<file path="src/rtl/traffic_pkg.sv">
// rtl/traffic_pkg.sv - shared state encoding and default phase lengths for the junction controller
package traffic_pkg;

    typedef enum logic [2:0] {
        ST_IDLE  = 3'd0,
        ST_WAIT  = 3'd1,
        ST_GREEN = 3'd2,
        ST_AMBER = 3'd3,
        ST_CLEAR = 3'd4
    } state_t;

    localparam int DEFAULT_NUM_WAYS     = 4;
    localparam int DEFAULT_GREEN_PERIOD = 10000;
    localparam int DEFAULT_AMBER_PERIOD = 3000;
    localparam int DEFAULT_CLEAR_PERIOD = 1000;

endpackage

</file>
<file path="src/rtl/rr_arbiter.sv">
// rtl/rr_arbiter.sv - picks the first pending way after the last served one, wrapping around
module rr_arbiter #(
    parameter int NUM_WAYS = 4,
    parameter int IW       = $clog2(NUM_WAYS)
) (
    input  logic [NUM_WAYS-1:0] pending,
    input  logic [IW-1:0]       last_served,
    output logic [IW-1:0]       next_way,
    output logic                next_valid
);

    int idx;

    // Scan ways last_served+1 .. last_served+NUM_WAYS; the served way itself is checked last.
    always_comb begin
        next_way   = '0;
        next_valid = 1'b0;
        idx        = 0;
        for (int k = 1; k <= NUM_WAYS; k++) begin
            idx = int'(last_served) + k;
            if (idx >= NUM_WAYS) begin
                idx = idx - NUM_WAYS;
            end
            if (!next_valid && pending[idx]) begin
                next_valid = 1'b1;
                next_way   = IW'(idx);
            end
        end
    end

endmodule

</file>
<file path="src/rtl/traffic_junction.sv">
// rtl/traffic_junction.sv - round-robin traffic light controller with blocked-exit hold and fixed phases
module traffic_junction
    import traffic_pkg::*;
#(
    parameter int NUM_WAYS     = DEFAULT_NUM_WAYS,
    parameter int GREEN_PERIOD = DEFAULT_GREEN_PERIOD,
    parameter int AMBER_PERIOD = DEFAULT_AMBER_PERIOD,
    parameter int CLEAR_PERIOD = DEFAULT_CLEAR_PERIOD
) (
    input  logic                clock,
    input  logic                reset,
    input  logic [NUM_WAYS-1:0] request,
    input  logic [NUM_WAYS-1:0] blocked,
    output logic [NUM_WAYS-1:0] red,
    output logic [NUM_WAYS-1:0] amber,
    output logic [NUM_WAYS-1:0] green,
    output logic [NUM_WAYS-1:0] active,
    output logic                busy
);

    localparam int IW    = $clog2(NUM_WAYS);
    localparam int MAX_P = (GREEN_PERIOD > AMBER_PERIOD)
                         ? ((GREEN_PERIOD > CLEAR_PERIOD) ? GREEN_PERIOD : CLEAR_PERIOD)
                         : ((AMBER_PERIOD > CLEAR_PERIOD) ? AMBER_PERIOD : CLEAR_PERIOD);
    localparam int CW    = (MAX_P > 1) ? $clog2(MAX_P) : 1;

    state_t                state, state_nxt;
    logic [CW-1:0]         counter, counter_nxt;
    logic [IW-1:0]         sel, sel_nxt;
    logic [IW-1:0]         last_served, last_nxt;
    logic [NUM_WAYS-1:0]   pending;
    logic [NUM_WAYS-1:0]   grant_clear;
    logic [IW-1:0]         next_way;
    logic                  next_valid;

    rr_arbiter #(
        .NUM_WAYS (NUM_WAYS),
        .IW       (IW)
    ) u_arb (
        .pending     (pending),
        .last_served (last_served),
        .next_way    (next_way),
        .next_valid  (next_valid)
    );

    // State, phase counter, selection and request latches; a new request beats the grant clear.
    always_ff @(posedge clock) begin
        if (reset) begin
            state       <= ST_IDLE;
            counter     <= '0;
            sel         <= '0;
            last_served <= IW'(NUM_WAYS - 1);
            pending     <= '0;
        end else begin
            state       <= state_nxt;
            counter     <= counter_nxt;
            sel         <= sel_nxt;
            last_served <= last_nxt;
            pending     <= (pending & ~grant_clear) | request;
        end
    end

    // Next-state logic: select, wait for exit, then fixed green/amber/clear phases counted down to 0.
    always_comb begin
        state_nxt   = state;
        counter_nxt = counter;
        sel_nxt     = sel;
        last_nxt    = last_served;
        grant_clear = '0;
        case (state)
            ST_IDLE: begin
                if (next_valid) begin
                    sel_nxt   = next_way;
                    state_nxt = ST_WAIT;
                end
            end
            ST_WAIT: begin
                if (!blocked[sel]) begin
                    state_nxt        = ST_GREEN;
                    counter_nxt      = CW'(GREEN_PERIOD - 1);
                    grant_clear[sel] = 1'b1;
                end
            end
            ST_GREEN: begin
                if (counter == '0) begin
                    state_nxt   = ST_AMBER;
                    counter_nxt = CW'(AMBER_PERIOD - 1);
                    last_nxt    = sel;
                end else begin
                    counter_nxt = counter - CW'(1);
                end
            end
            ST_AMBER: begin
                if (counter == '0) begin
                    state_nxt   = ST_CLEAR;
                    counter_nxt = CW'(CLEAR_PERIOD - 1);
                end else begin
                    counter_nxt = counter - CW'(1);
                end
            end
            ST_CLEAR: begin
                if (counter == '0) begin
                    state_nxt = ST_IDLE;
                end else begin
                    counter_nxt = counter - CW'(1);
                end
            end
            default: begin
                state_nxt = ST_IDLE;
            end
        endcase
    end

    // Lights and activity decoded from the registered state so reset turns everything red at once.
    always_comb begin
        red    = '1;
        amber  = '0;
        green  = '0;
        active = pending;
        busy   = (state != ST_IDLE);
        for (int i = 0; i < NUM_WAYS; i++) begin
            green[i] = (state == ST_GREEN) && (sel == IW'(i));
            amber[i] = (state == ST_AMBER) && (sel == IW'(i));
            red[i]   = !green[i] && !amber[i];
            if ((state != ST_IDLE) && (sel == IW'(i))) begin
                active[i] = 1'b1;
            end
        end
    end

endmodule

</file>
<file path="config.mk">
export PLATFORM = sky130hd
export DESIGN_NAME = traffic_junction
export DESIGN_NICKNAME = d
export VERILOG_FILES = /design/src/rtl/traffic_pkg.sv /design/src/rtl/rr_arbiter.sv /design/src/rtl/traffic_junction.sv
export SDC_FILE = /design/constraint.sdc
export NUM_CORES = 1
export LEC_CHECK = 0
export ABC_AREA = 0
export BUFFER_PORTS_ARGS = -buffer_cell sky130_fd_sc_hd__buf_2
export CAP_MARGIN = 25
export CORE_ASPECT_RATIO = 0.8
export CORE_UTILIZATION = 40
export DETAILED_ROUTE_END_ITERATION = 8
export PLACE_DENSITY_LB_ADDON = 0.2
export SYNTH_ARGS = -nofsm -noshare
export SYNTH_HDL_FRONTEND = slang
export SYNTH_SLANG_ARGS = --single-unit
</file>
<file path="constraint.sdc">
create_clock -name clock -period 2.3 [get_ports clock]
set_clock_uncertainty 0.2 [all_clocks]
set_input_delay 0.115 -clock clock [delete_from_list [all_inputs] [get_ports clock]]
set_output_delay 0.115 -clock clock [all_outputs]
set_load 0.02 [all_outputs]
</file>
==> flow_metrics.tcl <==
set metrics [dict create \
    outcome "completed" \
    hold_violations 0 \
    synth_seq_area_share_pct 31.1 \
    final_common_cell "nor2_1" \
    max_stage_delay_ns 0.41 \
    die_width_um 72.9 \
    layout_common_cells "nor2_1, buf_2, dfxtp_1" \
    nNetsFinal 255 \
    min_path_type "in -> reg" \
    required_ns 2.27 \
    die_area_um2 4280 \
    vias 1653 \
    finalCriticalPeriod_ns 2.07 \
    viasPerCell 5.57 \
    layout-drive-gt1-share_pct 25.2 \
    clk_pin_slew_ns 0.09 \
    totalPowerFinal_mw 2.14 \
    grt_pass1_wl_um 7350 \
    setup_viol 0 \
    crit_path_start_kind "flip-flop" \
    finalSetupTns_ns 0 \
    cts_tree "built" \
    dr.pass1.iters 4 \
    slew-limit-headroom_pct 68.8 \
    ctsLongestPathBuffers 2 \
    diodes 0 \
    drt-wirelength-per-cell_um 14.1 \
    final_util_pct 51.4 \
    cp.arrival_ns 2.04 \
    synth_nets 216 \
    fin_crit_sh_pct 89.9 \
    drt-initial-drc-count 89 \
    leakagePower_nw 0.802 \
    drc 0 \
    ant_nets 0 \
    htree_levels 1 \
    clk_latency_ns 0.27 \
    seqCellArea_um2 500 \
    clkSinkCount 25 \
    area_delta_synth_final_pct 22.1 \
    start_util_pct 42.1 \
    synth_enable_flop_cells 0 \
    syn_inst 204 \
    vdd_drop_max_mv 0.736 \
    fp.coreArea_um2 3830 \
    place_congestion 0.918 \
    drv_cap 0 \
    grt_pass1_vias 1553 \
    yosysWarnings 0 \
    postCtsSetupBuffers 0 \
    routed_wl_um 4180 \
    crit_path_cell_trace "nor3_2 > nand4_2 > buf_4 > nor2_1 > nor2b_1 > a211o_1" \
    avgSynthCellArea_um2 7.89 \
    crit_family "simple AND/OR/NAND/NOR gates" \
    rsz0062_at_grt "no" \
    worst_setup_path_end_kind "flip-flop" \
    slowest_stage "nor3_2" \
    synth-async-reset-ratio_pct 0 \
    crit_buf_inv 1 \
    ys_ff_latch 25 \
    cts_root_buffer "clkbuf_8" \
    num_rows 20 \
    worst_pin_slew_ns 0.468 \
    dp_hpwl_um 3170 \
    power_density_nw_per_um2 1090 \
    synth-main-ff-cell "dfxtp_1" \
    port_buffers 26 \
    synth_cell_type_count 51 \
    multiInputGateArea_um2 1040 \
    synth_area_um2 1610 \
    fill_cells 391 \
    final_max_slew_viol_count 0 \
    max_freq_ghz 0.484 \
    ios 27 \
    grt_overflow_total 0 \
    grt_max_degree 26 \
    worst-setup-path-type "reg -> reg" \
    grt.total_usage_pct 22.8 \
    antenna_found_initial 0 \
    ff2ff_setup_slack_ns 0.23 \
    die_h_um 58.8 \
    cts_buffers 3 \
    path_max_fanout 6 \
]
logic make-up (layout without fill, tap and decap cells):
logic type / count (synthesis) / count (layout) / synth area share [%]
DFF: 25 / 25 / 31.1
adders and majority gates: 2 / 2 / 1.55
muxes: 3 / 3 / 2.64
AOI/OAI and AO/OA: 61 / 61 / 26.9
xor gates and xnor gates: 3 / 3 / 1.63
buffers and inverters: 18 / 56 / 4.51
and+or+nand+nor: 92 / 92 / 31.7
what timing repair did:
action                     CTS  global route
setup endpoints to repair    0             7
gates resized for setup      0             1
hold buffers                 4             0
hold endpoints to repair     4             0
metal layers:
metal	track usage [%]	routed length, um	share of wire [%]
met5	0	0	0
met3	4.45	366	8.8
met1	33.4	2070	49
met4	6.16	45	1.1
met2	34.2	1700	41
where the power goes:
group	total [mW]	switching [mW]	internal, mW
clock network	0.267	0.146	0.122
registers	0.637	0.114	0.523
logic	1.23	0.699	0.532
sequential cells by signal, indices dropped and copies added, names as in the netlist:
name	count
sel	2
pending	4
state	3
last_served	2
counter	14
path summary, 6_finish.rpt:
| path | from | endpoint | cells after the start |
|---|---|---|---|
| setup reg to reg | counter[6]$_SDFFE_PP0P_ | last_served[1]$_SDFFE_PP1P_ | 6 |
| hold reg to reg | counter[7]$_SDFFE_PP0P_ | counter[7]$_SDFFE_PP0P_ | 2 |
| hold / removal | reset | pending[3]$_SDFF_PP0_ | 2 |
| setup / recovery | counter[6]$_SDFFE_PP0P_ | last_served[1]$_SDFFE_PP1P_ | 6 |
metrics by stage:
stage,instances,worst slack [ns],cell area [um2],hold slack (ns)
finish,297,0.232,1970,0.0656
global route,297,0.0234,1970,0.108
CTS,297,0.182,1960,0.0717
detailed placement,289,0.191,1880,0.129
global placement,289,0.231,1880,0.122
floorplan,204,0.295,1610,0.0324
cells in the mapped netlist (all sizes together), types with 3 or more instances:
| cell | n | share of area, % |
|---|---|---|
| nand3 | 10 | 3.1 |
| o21ai | 6 | 1.9 |
| inv | 7 | 1.6 |
| buf | 6 | 1.7 |
| a221oi | 3 | 2.0 |
| nor3 | 10 | 3.7 |
| dfxtp | 25 | 31 |
| a21o | 3 | 1.4 |
| nand2b | 6 | 2.3 |
| nor3b | 3 | 2.0 |
| a211o | 4 | 2.3 |
| xnor2 | 3 | 1.6 |
| nor2 | 27 | 6.3 |
| o211ai | 6 | 2.8 |
| nor2b | 5 | 1.9 |
| clkbuf | 5 | 1.2 |
| a211oi | 3 | 1.7 |
| nand2 | 18 | 4.2 |
| a21oi | 18 | 5.6 |
| a31oi | 3 | 1.2 |
| or4 | 3 | 1.6 |
cell type report:
class | count | area share [%]
Clock buffer | 3 | 2.10
Clock inverter | 1 | 0.254
Inverter | 7 | 1.34
Multi-Input combinational cell | 161 | 53.0
Sequential cell | 25 | 25.4
Tap cell | 55 | 3.50
Timing Repair Buffer | 45 | 14.4
No activity file was read; power rests on OpenSTA's default activity.
